### config.mk
export PLATFORM = sky130hd
export DESIGN_NAME = jtcontra_mathseq
export DESIGN_NICKNAME = d
export VERILOG_FILES = /design/src/rtl/jtcontra_mathseq.sv
export SDC_FILE = /design/constraint.sdc
export NUM_CORES = 1
export LEC_CHECK = 0
export BUFFER_PORTS_ARGS = -buffer_cell sky130_fd_sc_hd__buf_2
export CAP_MARGIN = 20
export CORE_UTILIZATION = 37
export DETAILED_ROUTE_END_ITERATION = 7
export GPL_ROUTABILITY_DRIVEN = 0
export SLEW_MARGIN = 0
export SYNTH_ARGS = -nofsm -noshare
export SYNTH_HDL_FRONTEND = slang
export SYNTH_SLANG_ARGS = --single-unit
### constraint.sdc
create_clock -name clk -period 3 [get_ports clk]
set_input_delay 0.3 -clock clk [delete_from_list [all_inputs] [get_ports clk]]
set_output_delay 0.3 -clock clk [all_outputs]
set_load 0.05 [all_outputs]
### src/rtl/jtcontra_mathseq.sv
// Sequencer that runs one multiply or divide through a 007452 math chip.
// A request is latched, its operands are written to the chip register by
// register, the chip is given time to settle, and the result bytes are read
// back and held on res_lo/res_hi until the consumer accepts them.
//
// Ports
//   clk, rst              clock, synchronous active-high reset
//   req_valid/req_ready   request handshake (ready only while idle)
//   req_div               1 = divide, 0 = multiply
//   req_a, req_b          dividend/divisor, or factor A (bits 6:0) / factor B (bits 7:0)
//   res_valid/res_ready   result handshake
//   res_lo, res_hi        quotient/remainder, or product/0
//   m_cs, m_wrn, m_addr   007452 bus control (m_wrn: 0 = write, 1 = read)
//   m_dout, m_din         007452 write data / read data (m_din is combinational from m_addr)
module jtcontra_mathseq #(
    parameter int unsigned DIV_WAIT = 18,
    parameter int unsigned MUL_WAIT = 2
) (
    input  logic        clk,
    input  logic        rst,
    input  logic        req_valid,
    output logic        req_ready,
    input  logic        req_div,
    input  logic [15:0] req_a,
    input  logic [15:0] req_b,
    output logic        res_valid,
    input  logic        res_ready,
    output logic [15:0] res_lo,
    output logic [15:0] res_hi,
    output logic        m_cs,
    output logic        m_wrn,
    output logic [2:0]  m_addr,
    output logic [7:0]  m_dout,
    input  logic [7:0]  m_din
);

    localparam int unsigned W_MAX = (DIV_WAIT > MUL_WAIT) ? DIV_WAIT : MUL_WAIT;
    localparam int unsigned CW    = (W_MAX < 2) ? 1 : $clog2(W_MAX + 1);

    typedef enum logic [2:0] {
        S_IDLE,
        S_WR,
        S_WAIT,
        S_RD,
        S_DONE
    } state_t;

    state_t         r_state;
    logic           r_div;
    logic [15:0]    r_a;
    logic [15:0]    r_b;
    logic [1:0]     r_step;
    logic [CW-1:0]  r_cnt;
    logic           r_req_ready;
    logic           r_res_valid;
    logic           r_cs;
    logic           r_wrn;
    logic [2:0]     r_addr;
    logic [7:0]     r_dout;
    logic [15:0]    r_lo;
    logic [15:0]    r_hi;

    logic           w_last;
    logic [1:0]     w_step_nx;
    logic           w_wait_zero;
    logic [CW-1:0]  w_wait_load;

    // Chip register address for each write step
    function automatic logic [2:0] f_wr_addr(input logic div, input logic [1:0] step);
        f_wr_addr = div ? (3'd2 + {1'b0, step}) : {1'b0, step};
    endfunction

    // Data byte for each write step: divisor then dividend, high byte first
    function automatic logic [7:0] f_wr_data(input logic div, input logic [1:0] step,
                                             input logic [15:0] a, input logic [15:0] b);
        if (div) begin
            case (step)
                2'd0:    f_wr_data = b[15:8];
                2'd1:    f_wr_data = b[7:0];
                2'd2:    f_wr_data = a[15:8];
                default: f_wr_data = a[7:0];
            endcase
        end else begin
            f_wr_data = step[0] ? b[7:0] : {1'b0, a[6:0]};
        end
    endfunction

    // Chip register address for each read step: quotient first, then remainder
    function automatic logic [2:0] f_rd_addr(input logic div, input logic [1:0] step);
        if (div) begin
            case (step)
                2'd0:    f_rd_addr = 3'd4;
                2'd1:    f_rd_addr = 3'd5;
                2'd2:    f_rd_addr = 3'd2;
                default: f_rd_addr = 3'd3;
            endcase
        end else begin
            f_rd_addr = {2'b00, step[0]};
        end
    endfunction

    assign w_last      = r_div ? (r_step == 2'd3) : (r_step == 2'd1);
    assign w_step_nx   = r_step + 2'd1;
    assign w_wait_zero = r_div ? (DIV_WAIT == 0) : (MUL_WAIT == 0);
    // Load W-1 so the WAIT state lasts exactly W cycles
    assign w_wait_load = r_div ? CW'(DIV_WAIT - 1) : CW'(MUL_WAIT - 1);

    // Sequencer state and registered outputs
    always_ff @(posedge clk) begin
        if (rst) begin
            r_state     <= S_IDLE;
            r_div       <= 1'b0;
            r_a         <= 16'd0;
            r_b         <= 16'd0;
            r_step      <= 2'd0;
            r_cnt       <= '0;
            r_req_ready <= 1'b1;
            r_res_valid <= 1'b0;
            r_cs        <= 1'b0;
            r_wrn       <= 1'b1;
            r_addr      <= 3'd0;
            r_dout      <= 8'd0;
            r_lo        <= 16'd0;
            r_hi        <= 16'd0;
        end else begin
            case (r_state)
                S_IDLE: begin
                    if (req_valid) begin
                        // First write goes out straight from the request inputs
                        r_div       <= req_div;
                        r_a         <= req_a;
                        r_b         <= req_b;
                        r_step      <= 2'd0;
                        r_req_ready <= 1'b0;
                        r_cs        <= 1'b1;
                        r_wrn       <= 1'b0;
                        r_addr      <= f_wr_addr(req_div, 2'd0);
                        r_dout      <= f_wr_data(req_div, 2'd0, req_a, req_b);
                        r_state     <= S_WR;
                    end
                end
                S_WR: begin
                    if (!w_last) begin
                        r_step <= w_step_nx;
                        r_addr <= f_wr_addr(r_div, w_step_nx);
                        r_dout <= f_wr_data(r_div, w_step_nx, r_a, r_b);
                    end else begin
                        r_step <= 2'd0;
                        r_wrn  <= 1'b1;
                        r_dout <= 8'd0;
                        if (w_wait_zero) begin
                            r_addr  <= f_rd_addr(r_div, 2'd0);
                            r_state <= S_RD;
                        end else begin
                            r_cs    <= 1'b0;
                            r_cnt   <= w_wait_load;
                            r_state <= S_WAIT;
                        end
                    end
                end
                S_WAIT: begin
                    if (r_cnt == '0) begin
                        r_cs    <= 1'b1;
                        r_wrn   <= 1'b1;
                        r_addr  <= f_rd_addr(r_div, 2'd0);
                        r_state <= S_RD;
                    end else begin
                        r_cnt <= r_cnt - CW'(1);
                    end
                end
                S_RD: begin
                    // m_din reflects the address presented during this cycle
                    if (r_div) begin
                        case (r_step)
                            2'd0:    r_lo[7:0]  <= m_din;
                            2'd1:    r_lo[15:8] <= m_din;
                            2'd2:    r_hi[7:0]  <= m_din;
                            default: r_hi[15:8] <= m_din;
                        endcase
                    end else if (r_step[0]) begin
                        r_lo[15:8] <= m_din;
                    end else begin
                        r_lo[7:0] <= m_din;
                        r_hi      <= 16'd0;
                    end
                    if (w_last) begin
                        r_step      <= 2'd0;
                        r_cs        <= 1'b0;
                        r_wrn       <= 1'b1;
                        r_res_valid <= 1'b1;
                        r_state     <= S_DONE;
                    end else begin
                        r_step <= w_step_nx;
                        r_addr <= f_rd_addr(r_div, w_step_nx);
                    end
                end
                S_DONE: begin
                    if (res_ready) begin
                        r_res_valid <= 1'b0;
                        r_req_ready <= 1'b1;
                        r_state     <= S_IDLE;
                    end
                end
                default: begin
                    r_cs        <= 1'b0;
                    r_wrn       <= 1'b1;
                    r_res_valid <= 1'b0;
                    r_req_ready <= 1'b1;
                    r_state     <= S_IDLE;
                end
            endcase
        end
    end

    assign req_ready = r_req_ready;
    assign res_valid = r_res_valid;
    assign res_lo    = r_lo;
    assign res_hi    = r_hi;
    assign m_cs      = r_cs;
    assign m_wrn     = r_wrn;
    assign m_addr    = r_addr;
    assign m_dout    = r_dout;

endmodule

After elaboration in Yosys (flattened, before gate mapping)
Index checks and enable logic that the tools add are counted.
W data, S select, Z words.

word-level totals
  register bits after elaboration = 90
  latch bits = 0
  bits in writable memories = 0
  memory bits (read-only) = 0
  input bits = 45
  output and inout port bits = 47
  logic and storage cells = 122
  memories kept = 0

operators by class
  add/sub/neg operators = 3
  multiply operators = 0
  divide/modulo/power cells = 0
  order comparisons = 0
  equal/unequal tests = 23
  shift-type cells = 0
  mux-type cells = 51
  bitwise operators = 3
  reduce and logical (&&, ||, !) cells = 26

operator list
  kind                  count
  $mux W8               11
  $mux W16              3
  $mux W3               12
  $pmux W8 S3           1
  $reduce_and A3 Y1     7
  $ne A2 B2 Y1 const B  10
  $pmux W8 S2           1
  $mux W5               3
  $pmux W3 S5           1
  $pmux W3 S4           1
  $pmux W5 S2           1
  $reduce_and A5 Y1     2
  $pmux W3 S3           1
  $reduce_or A3 Y1      3
  $mux W1               8
  $ne A2 B1 Y1 const B  4
  $pmux W1 S4           2
  $reduce_bool A2 Y1    4
  $eq A2 B2 Y1 const B  3
  $eq A3 B2 Y1 const B  2
  $mux W2               3
  $pmux W1 S3           2
  $reduce_and A2 Y1     3
  $logic_not A5 Y1      1
  13 further kinds      17

Depth between registers and ports, before layout
  depth in word-level cells = 6
  mapped depth = 8
  depth with buffers taken out = 7

Worst setup path after synthesis
Ideal clock, no wire load.

  kind = register to register
  from = reg r_step[0]
  to = reg r_addr[1] (netlist: m_addr[1])
  setup time = 78 ps
  arrival = 1999 ps
  data required time = 2922 ps
  path slack = 923 ps
  cell stages (with the launch flop) = 9
  path buffers = 1
  clock period less this slack = 2077 ps
  cell sequence = dfxtp_1 -> clkbuf_1 -> inv_1 -> ha_1 -> ha_1 -> nor2b_1 -> a31oi_1 -> o221a_2 -> nor3_1

between the ends
  longest elaborated chain between the ends = 6
  elaborated cells between the ends (all ways) = 17
  classes of those cells = add/sub (2); eq/ne (6); mux (7); reduce/logical (2)

RTL lines
  what                                        line  RTL
  start: declaration                          52    logic [1:0] r_step;
  start signal: assignment                    144   r_step <= w_step_nx;
  start signal: assignment                    193   r_step <= w_step_nx;
  $add A2 B1 Y2                               103   assign w_step_nx = r_step + 2'd1;
  $eq A2 B2 Y1, or another cell as far along  91    case (step)
  $pmux W3 S3                                 91
  $mux W3                                     90    if (div) begin
  $mux W3                                     186   if (w_last) begin
  $pmux W3 S4                                 126   case (r_state)
  end signal: assignment                      137   r_addr <= f_wr_addr(req_div, 2'd0);
  end signal: assignment                      145   r_addr <= f_wr_addr(r_div, w_step_nx);
  end signal: assignment                      194   r_addr <= f_rd_addr(r_div, w_step_nx);
  end: declaration                            58    logic [2:0] r_addr;

Parallel ways exist; a longest one is shown, timed or not. The select of a mux whose other input is x is not followed.
A chain may end at the register's enable or synchronous reset.

Worst setup path after layout
Same ends and word-level chain as after synthesis.

==> metrics.yaml <==
fin_util_pct: 45.8
synth-xor-area-share_pct: 0.431
cts_hold_buf: 0
ys_seq_elements: 90
synth_compound_area_share_pct: 16.8
dpl_cell_area_um2: 4580
htreeDepth: 3
cp-start-kind: "flop"
synth_edf_count: 0
slew_headroom_pct: 42.9
initial_core_util_pct: 38.7
final_hold_viol_count: 0
root_buffer: "clkbuf_8"
num_io_pins: 92
finalMaxSlewViolations: 0
synth_area_leaders: "dfxtp_1 (44%), nand2_1 (8.9%), a21oi_1 (8.2%)"
cts_resized: 0
synthSimpleGateAreaFrac_pct: 24.6
synthMuxAreaShare_pct: 6.67
p_leak_nw: 1.93
yosysSeqAreaShare_pct: 44.3
post_cts_buffers: 0
synth_top_family_by_area: "simple AND/OR/NAND/NOR gates"
fp.coreArea_um2: 10500
worstMarginPinSlew_ns: 0.845
ys.flop_type: "dfxtp_1"
die_w_um: 107
ir_drop_mv: 0.232
synth_nets: 544
end_kind: "flop"
clk_pin_slew_ns: 0.09
finalSetupViolations: 0
postRouteAntennaNets: 0
rsz0062_at_grt: "false"
crit_type: "reg -> reg"
hp-class: "in -> reg"
grt_max_degree: 45
clock_latency_ns: 0.37
drc: 0
syn2layout_area_growth_pct: 18.2
postSynthCellCount: 490
status: "finished clean"
crit_path_max_fanout: 17
drt_wl_total_um: 10800
io_buffers: 91
arrival_ns: 2.54
drt_iter0_drc: 204
design_area_um2: 4810
overflow: 0
hpwlAfterDp_um: 7600
fmax_ghz: 0.432
grt_use_total_pct: 19.4
yosysTopAreaCellShare_pct: 44.3
yosys.area.top_type: "dfxtp_1"
drt-pass1-iter-count: 4
synth.distinct_cells: 51
numCtsBuffers: 9
cts_num_sinks: 90
worstPathRequired_ns: 3.22
ys_async_sr_fraction_pct: 0
row_count: 37
grt_first_pass_wirelength_um: 17300
final.setup.tns_ns: 0
synthesis.area_um2: 4070
antenna_found_initial: 0
viasPerCell: 5.18
yosysWarningCount: 0
drive_above_1_share_pct: 23.9
cts_tree: "built"
die_y_um: 107
antennaDiodeCount: 0
wl_per_cell_um: 15.2
synth_fa_ha_area_share_pct: 2.77
period_minus_slack_ns: 2.32
finClkSkew_ns: 0.0107
grt_pass1_vias: 3419
design.die.area_um2: 11400
power_density_nw_per_um2: 569
layout.nets: 619
drv_cap: 0
fin_crit_sh_pct: 77.2
hold_ws_ns: 0.160
avgSynthCellArea_um2: 8.30
vias: 3660
max-clock-path-buffers: 2
sequential cells by signal, summed over array words and instances, names as in the netlist:
signal,cells
m_wrn,1
res_lo,16
m_cs,1
res_hi,16
m_dout,8
req_ready,1
r_div,1
m_addr,3
res_valid,1
r_a,16
r_cnt,5
r_state,3
r_b,16
r_step,2
final timing paths:
path | endpoint | slack [ns] | depth (start not counted) | from
hold reg to reg | res_hi[2] | 0.46 | 2 | res_hi[2]
setup reg to reg | m_addr[1] | 0.68 | 7 | r_step[0]
hold / removal | r_a[14] | 0.16 | 3 | req_a[14]
setup / recovery | m_addr[1] | 0.68 | 7 | r_step[0]
layer usage:
| layer | routed length (um) | GRT usage (%) | part of all wire, % |
|---|---|---|---|
| met5 | 0 | 0 | 0 |
| met4 | 137 | 6.85 | 1.3 |
| met3 | 663 | 4.19 | 6.2 |
| met2 | 4800 | 28.9 | 45 |
| met1 | 5170 | 27.6 | 48 |
where the power goes:
| part | switching (mW) | internal, mW | total, mW |
|---|---|---|---|
| Clock | 0.443 | 0.493 | 0.936 |
| Sequential | 0.0554 | 1.26 | 1.31 |
| Combinational | 0.326 | 0.165 | 0.491 |
through the flow:
step                setup WS [ns]  std cells  total power [mW]
floorplan                   0.923        490              1.69
global placement            0.857        690              1.82
detailed placement          0.725        690              1.83
CTS                         0.697        706              2.75
global route                0.457        706              2.86
finish                      0.684        706              2.74
kinds of logic (layout without fill, tap and decap cells):
group / after synthesis / after routing
fa+ha+maj: 9 / 9
flops: 90 / 90
mux: 27 / 27
simple gates: 210 / 210
xor+xnor: 2 / 2
compound gates: 113 / 113
buf+inv: 39 / 119
synth_stat cells (all sizes together), types with 2 or more instances:
master and instances:
nand3 22, inv 6, o21ba 2, mux2i 26, buf 15, clkbuf 18
nor2 36, nand3b 2, a22oi 7, a21o 2, a21oi 70, a31oi 15
a211oi 4, nor3b 2, or2 8, nor2b 4, o21ai 5, nand2 97
xor2 2, nor3 31, nor4b 2, dfxtp 90, ha 9
worst max-delay path, cell delays in order, from the launching register on:
cell     delay (ns)
dfxtp_1        0.68
inv_1          0.22
ha_1           0.40
ha_1           0.28
nor2b_1        0.13
a31oi_1        0.21
o221a_2        0.22
nor3_1         0.04
cell usage in the layout, fill, tap and decap left out, drive strengths merged, types with 5 or more instances in the layout:
cell type | netlist | layout
inv | 6 | 7
a22oi | 7 | 7
a31oi | 15 | 15
buf | 15 | 97
ha | 9 | 9
nand3 | 22 | 22
nor2 | 36 | 36
dfxtp | 90 | 90
a21oi | 70 | 70
nand2 | 97 | 97
or2 | 8 | 8
nor3 | 31 | 31
o21ai | 5 | 5
clkbuf | 18 | 10
mux2i | 26 | 26
area by class of cell:
class                           instances  area [um2]
Timing Repair Buffer                   97         500
Multi-Input combinational cell        361        2090
Inverter                                6        22.5
Tap cell                              136         170
Fill cell                            1067        5700
Clock buffer                           10         138
Clock inverter                          6        88.8
Sequential cell                        90        1800
No activity file was read; power rests on OpenSTA's default activity.
